### config.mk
export PLATFORM = sky130hd
export DESIGN_NAME = spdif_encoder_flat
export DESIGN_NICKNAME = d
export VERILOG_FILES = /design/src/rtl/spdif_encoder_if.sv /design/src/rtl/spdif_encoder.sv /design/src/flat_wrapper.sv
export SDC_FILE = /design/constraint.sdc
export NUM_CORES = 1
export LEC_CHECK = 0
export ABC_AREA = 1
export BUFFER_PORTS_ARGS = -buffer_cell sky130_fd_sc_hd__buf_2
export CORE_MARGIN = 3
export CORE_UTILIZATION = 28
export CTS_CLUSTER_SIZE = 8
export DETAILED_ROUTE_END_ITERATION = 8
export SYNTH_ARGS = -nofsm -noshare
export SYNTH_HDL_FRONTEND = slang
export SYNTH_SLANG_ARGS = --single-unit
### constraint.sdc
create_clock -name clk -period 3.25 [get_ports clk]
set_clock_uncertainty 0.2 [all_clocks]
set_input_delay 0.65 -clock clk [delete_from_list [all_inputs] [get_ports clk]]
set_output_delay 0.65 -clock clk [all_outputs]
set_load 0.05 [all_outputs]
### src/rtl/spdif_encoder_if.sv
// Sample-pair handshake between a PCM source and the S/PDIF encoder.
// The master offers a left/right pair; the slave accepts it when valid & ready.
interface spdif_encoder_if;
   logic [23:0] sample_l;
   logic [23:0] sample_r;
   logic        sample_valid;
   logic        sample_ready;

   modport master (
      output sample_l,
      output sample_r,
      output sample_valid,
      input  sample_ready
   );

   modport slave (
      input  sample_l,
      input  sample_r,
      input  sample_valid,
      output sample_ready
   );
endinterface

### src/rtl/spdif_encoder.sv
// IEC 60958 transmitter: frames 24-bit L/R pairs into B/M/W subframes and
// drives a biphase-mark coded line with HALF_CELL clocks per cell.
module spdif_encoder #(
   parameter int unsigned HALF_CELL    = 16,
   parameter int unsigned BLOCK_FRAMES = 192
) (
   input  logic            clk,
   input  logic            reset,
   spdif_encoder_if.slave  bus,
   input  logic [7:0]      cs_byte0,
   output logic            tx_out,
   output logic            frame_start,
   output logic            underrun
);
   localparam int unsigned FC_W = (BLOCK_FRAMES > 8) ? $clog2(BLOCK_FRAMES) : 4;

   // Cell 0 is the MSB; patterns assume the line sat at 0 before the preamble.
   localparam logic [7:0] PRE_B = 8'b1110_1000;
   localparam logic [7:0] PRE_M = 8'b1110_0010;
   localparam logic [7:0] PRE_W = 8'b1110_0100;

   typedef enum logic {CH_L, CH_R} chan_t;

   chan_t           chan_q, chan_d;
   logic [7:0]      cell_cnt_q, cell_cnt_d;
   logic [5:0]      cell_idx_q, cell_idx_d;
   logic [FC_W-1:0] frame_cnt_q, frame_cnt_d;
   logic [23:0]     hold_l_q, hold_l_d, hold_r_q, hold_r_d;
   logic            hold_full_q, hold_full_d;
   logic [23:0]     smp_l_q, smp_l_d, smp_r_q, smp_r_d;
   logic            inval_q, inval_d;
   logic            tx_q, tx_d;
   logic            line_lvl_q, line_lvl_d;
   logic            frame_start_q, frame_start_d;
   logic            underrun_q, underrun_d;

   logic            cell_start, load, xfer;
   logic [23:0]     aud;
   logic [4:0]      slot, aud_idx;
   logic            cs_bit, parity, slot_bit, lvl_prev;
   logic [7:0]      pre_pat;

   always_comb begin
      cell_start    = (cell_cnt_q == 8'd0);
      load          = cell_start && (cell_idx_q == 6'd0) && (chan_q == CH_L);
      xfer          = bus.sample_valid && !hold_full_q;

      cell_cnt_d    = cell_cnt_q + 8'd1;
      cell_idx_d    = cell_idx_q;
      chan_d        = chan_q;
      frame_cnt_d   = frame_cnt_q;
      if (cell_cnt_q == 8'(HALF_CELL - 1)) begin
         cell_cnt_d = '0;
         cell_idx_d = cell_idx_q + 6'd1;
         if (cell_idx_q == 6'd63) begin
            case (chan_q)
               CH_L: chan_d = CH_R;
               CH_R: begin
                  chan_d      = CH_L;
                  frame_cnt_d = (frame_cnt_q == FC_W'(BLOCK_FRAMES - 1)) ? '0
                                                                         : frame_cnt_q + FC_W'(1);
               end
               default: chan_d = CH_L;
            endcase
         end
      end

      hold_l_d      = hold_l_q;
      hold_r_d      = hold_r_q;
      if (xfer) begin
         hold_l_d = bus.sample_l;
         hold_r_d = bus.sample_r;
      end
      // A load drains the register; a same-edge transfer can only land when it was empty.
      hold_full_d   = xfer || (hold_full_q && !load);

      smp_l_d       = smp_l_q;
      smp_r_d       = smp_r_q;
      inval_d       = inval_q;
      if (load) begin
         smp_l_d = hold_full_q ? hold_l_q : '0;
         smp_r_d = hold_full_q ? hold_r_q : '0;
         inval_d = !hold_full_q;
      end
      underrun_d    = load && !hold_full_q;
      frame_start_d = load && (frame_cnt_q == '0);

      aud      = (chan_q == CH_R) ? smp_r_q : smp_l_q;
      slot     = cell_idx_q[5:1];
      aud_idx  = slot - 5'd4;
      cs_bit   = (frame_cnt_q < FC_W'(8)) ? cs_byte0[frame_cnt_q[2:0]] : 1'b0;
      parity   = (^aud) ^ inval_q ^ cs_bit;
      case (slot)
         5'd28:   slot_bit = inval_q;
         5'd29:   slot_bit = 1'b0;
         5'd30:   slot_bit = cs_bit;
         5'd31:   slot_bit = parity;
         default: slot_bit = aud[aud_idx];
      endcase

      if (chan_q == CH_R)            pre_pat = PRE_W;
      else if (frame_cnt_q == '0)    pre_pat = PRE_B;
      else                           pre_pat = PRE_M;

      lvl_prev   = (cell_idx_q == 6'd0) ? tx_q : line_lvl_q;
      line_lvl_d = (cell_start && cell_idx_q == 6'd0) ? tx_q : line_lvl_q;

      tx_d = tx_q;
      if (cell_start) begin
         if (cell_idx_q < 6'd8)  tx_d = pre_pat[3'd7 - cell_idx_q[2:0]] ^ lvl_prev;
         else if (!cell_idx_q[0]) tx_d = !tx_q;
         else                     tx_d = tx_q ^ slot_bit;
      end
   end

   always_ff @(posedge clk) begin
      if (reset) begin
         chan_q        <= CH_L;
         cell_cnt_q    <= '0;
         cell_idx_q    <= '0;
         frame_cnt_q   <= '0;
         hold_l_q      <= '0;
         hold_r_q      <= '0;
         hold_full_q   <= 1'b0;
         smp_l_q       <= '0;
         smp_r_q       <= '0;
         inval_q       <= 1'b0;
         tx_q          <= 1'b0;
         line_lvl_q    <= 1'b0;
         frame_start_q <= 1'b0;
         underrun_q    <= 1'b0;
      end else begin
         chan_q        <= chan_d;
         cell_cnt_q    <= cell_cnt_d;
         cell_idx_q    <= cell_idx_d;
         frame_cnt_q   <= frame_cnt_d;
         hold_l_q      <= hold_l_d;
         hold_r_q      <= hold_r_d;
         hold_full_q   <= hold_full_d;
         smp_l_q       <= smp_l_d;
         smp_r_q       <= smp_r_d;
         inval_q       <= inval_d;
         tx_q          <= tx_d;
         line_lvl_q    <= line_lvl_d;
         frame_start_q <= frame_start_d;
         underrun_q    <= underrun_d;
      end
   end

   assign bus.sample_ready = !hold_full_q;
   assign tx_out           = tx_q;
   assign frame_start      = frame_start_q;
   assign underrun         = underrun_q;
endmodule

### src/flat_wrapper.sv
// flat-port wrapper written by rule: the top's interface ports become plain ports
module spdif_encoder_flat 
#(
   parameter int unsigned HALF_CELL    = 16,
   parameter int unsigned BLOCK_FRAMES = 192
)
  (clk, reset, cs_byte0, tx_out, frame_start, underrun, bus_sample_l, bus_sample_r, bus_sample_valid, bus_sample_ready);
  spdif_encoder_if bus_i ();
  input  logic clk;
  input  logic reset;
  input  logic [7:0] cs_byte0;
  output logic tx_out;
  output logic frame_start;
  output logic underrun;
  input wire logic [$bits(bus_i.sample_l)-1:0] bus_sample_l;
  input wire logic [$bits(bus_i.sample_r)-1:0] bus_sample_r;
  input wire logic [$bits(bus_i.sample_valid)-1:0] bus_sample_valid;
  output wire logic [$bits(bus_i.sample_ready)-1:0] bus_sample_ready;
  assign bus_i.sample_l = bus_sample_l;
  assign bus_i.sample_r = bus_sample_r;
  assign bus_i.sample_valid = bus_sample_valid;
  assign bus_sample_ready = bus_i.sample_ready;
  spdif_encoder #(.HALF_CELL(HALF_CELL), .BLOCK_FRAMES(BLOCK_FRAMES)) u_core (.clk(clk), .reset(reset), .bus(bus_i), .cs_byte0(cs_byte0), .tx_out(tx_out), .frame_start(frame_start), .underrun(underrun));
endmodule
==> impl_metrics.yaml <==
flow_run:
  maxCapViolCount: 0
route:
  postRouteAntennaNets: 0
  drt_wl_total_um: 15800
  vias_per_cell: 4.61
  vias: 5834
  drt_iter0_markers: 383
  firstDrtPassIters: 5
  wl_per_cell_um: 12.4
  route.detailed.drc: 0
setup_path:
  cp_max_fo: 43
  cp-end-kind: "register"
  critPathKind: "reg -> reg"
  critical_path_arrival_ns: 2.75
  cp.required_ns: 3.39
  start_kind: "register"
global_route:
  first_global_vias: 5486
  antenna_found_initial: 0
  gr-usage-all-layers_pct: 13.5
  grtUsageMet3_pct: 3.13
  grt_pass1_wl_um: 26400
  grtUsageMet2_pct: 22.2
  grt_util_met1_pct: 17.0
  grt_busiest_layer: "met2"
  overflow: 0
  grt_start_max_net_pins: 83
power_and_ir_drop:
  pwr-share-clk_pct: 44.4
  ir_drop_mv: 0.328
  sw_frac_of_total_pct: 29.6
  p_leak_nw: 3.14
  p_per_area_nw_per_um2: 572
  power_mw: 4.16
  p_int_mw: 2.93
  p_switching_mw: 1.23
  p_comb_share_pct: 14.4
  seq_power_share_pct: 41.2
yosys:
  synth_edf_count: 0
  syn-cell-area_um2: 6160
  yosys_register_bits: 125
  synth-main-ff-cell: "dfxtp_1"
  async_reset_ff_share_pct: 0
  synthCells: 933
  synth_top_area_share_pct: 40.6
  yosysTopAreaCell: "dfxtp_1"
  synthTopCellsByCount: "nand2_1, nor2_1, dfxtp_1"
  yosysSeqAreaShare_pct: 40.6
  yosys_warnings: 0
  yosysUniqueCellTypes: 37
  syn_nets: 1000
  avgSynthCellArea_um2: 6.60
  synth_area_leaders: "dfxtp_1, nand2_1, nor2_1"
  synth.most_common_cell: "nand2_1"
sta:
  worst_pin_slew_ns: 0.666
  relSlewSlack_pct: 55.5
  fmax_mhz: 384
  setup_viol: 0
  fin_tns_setup_ns: 0
  fin_crit_sh_pct: 80.1
  final_max_slew_viol_count: 0
  period_minus_slack_ns: 2.60
  worst_slack_ns: 0.646
  rsz0062_at_grt: "no"
  hold_viol_final: 0
worst_hold_path:
  hold_class: "reg -> reg"
clocking:
  clockBufferDepth: 2
  cts_buffers: 17
  cts_tree: "built"
  htreeDepth: 4
  hold_buffers: 0
  worst_skew_pair.late_latency_ns: 0.43
  clk_root_buffer_cell: "clkbuf_16"
  cts_setup_buffers: 0
  ctsResizeCount: 0
  cts_sinks: 125
  clk_pin_slew_ns: 0.06
layout:
  n_fill_cell: 2283
  area_growth_syn_to_layout_pct: 18.2
  design_area_um2: 7280
  final_nets: 1045
  diodes: 0
  drive_above_1_share_pct: 11.7
floorplanning:
  die_height_um: 154
  start_util_pct: 28.9
  fp.dieArea_um2: 23800
  fp.dieW_um: 154
  core_area_um2: 21300
  ios: 63
  num_rows: 53
place:
  place_hpwl_um: 11100
  dp_slack_ns: 0.693
  port_buffers: 62
  placed_area_um2: 6710
  gp_congestion: 0.873
run_status:
  outcome: "finished, final reports clean"
-- power groups by stage --
stage / combinational [mW] / clock, mW / sequential (mW)
floorplan: 0.431 / 0 / 1.74
detailed placement: 0.604 / 0 / 1.74
finish: 0.601 / 1.85 / 1.71
global placement: 0.595 / 0 / 1.74
global route: 0.702 / 1.94 / 1.73
CTS: 0.607 / 1.88 / 1.71
-- cells by family after synthesis --
logic type                 share of synthesized area [%]
and+or+nand+nor                                     30.9
AOI/OAI and AO/OA                                   17.5
buffers and inverters                               8.37
DFF                                                 40.6
adders and majority gates                           1.63
xor gates and xnor gates                           0.995
-- sequential cells by signal, summed over array words and instances, names as in the netlist --
signal              cells
u_core.smp_r_q         24
u_core.underrun         1
u_core.smp_l_q         24
u_core.hold_r_q        24
u_core.chan_q           1
u_core.cell_cnt_q       8
u_core.line_lvl_q       1
u_core.frame_start      1
u_core.tx_out           1
u_core.hold_l_q        24
u_core.frame_cnt_q      8
u_core.inval_q          1
u_core.hold_full_q      1
u_core.cell_idx_q       6
-- through the flow --
| step | util, % | std cells | hold WS, ns |
|---|---|---|---|
| floorplan | - | 933 | 0.217 |
| CTS | 34.2 | 1266 | 0.252 |
| global route | 34.2 | 1266 | 0.270 |
| global placement | 31.5 | 1234 | 0.231 |
| detailed placement | 31.5 | 1234 | 0.247 |
| finish | 34.2 | 1266 | 0.261 |
-- cell usage in the layout, fill, tap and decap left out, types with 2 or more instances in the layout --
cell type   count
o21ai_0        85
buf_2          62
inv_2           3
xor2_1          2
inv_6           8
clkbuf_16      17
o21ai_1         6
nand3_1        35
buf_4          11
a211oi_1       32
clkinv_1        2
o211ai_1        6
nand2_1       281
a31oi_1         2
xnor2_1         5
nor3_1          6
ha_1            8
dfxtp_1       125
nand4_1        11
inv_1          76
nor2_1        131
a21oi_1        55
clkinvlp_4      3
-- critical path, stage by stage, from the launching register on --
cell	delay, ns
dfxtp_1	0.31
inv_2	0.48
nand2_1	0.12
nand2_1	0.12
nand2_1	0.06
nand2_1	0.09
nand2_1	0.08
nand2_1	0.08
nand2_1	0.07
nand2_1	0.06
nand2_1	0.05
nand2_1	0.10
nand3_1	0.10
nand2_1	0.08
nand2_1	0.06
nand3_1	0.07
nand2_1	0.05
nand2_1	0.06
nand3_1	0.06
nand2_1	0.06
nand2_1	0.05
a21oi_1	0.12
-- layer usage --
| metal | vias up | wire length [um] |
|---|---|---|
| met2 | 95 | 7410 |
| met4 | 0 | 325 |
| met5 | - | 0 |
| met1 | 2602 | 7500 |
| li1 | 3114 | - |
| met3 | 23 | 520 |
-- cell type report --
type                            count  area [um2]  area share [%]
Multi-Input combinational cell    679        3140            43.2
Sequential cell                   125        2500            34.4
Clock buffer                       17         425            5.84
Timing Repair Buffer               74         413            5.67
Tap cell                          275         344            4.73
Inverter                           81         304            4.18
Clock inverter                     15         148            2.03
-- path summary, 6_finish.rpt --
check | startpoint | end | slack [ns] | cells after the start
min | u_core.cell_cnt_q[0] | u_core.cell_cnt_q[0] | 0.26 | 1
max reg2reg | u_core.chan_q | u_core.tx_out | 0.65 | 21
min reg2reg | u_core.cell_cnt_q[0] | u_core.cell_cnt_q[0] | 0.26 | 1
max | u_core.chan_q | u_core.tx_out | 0.65 | 21
Note: power is estimated with default switching activity, not from simulation.
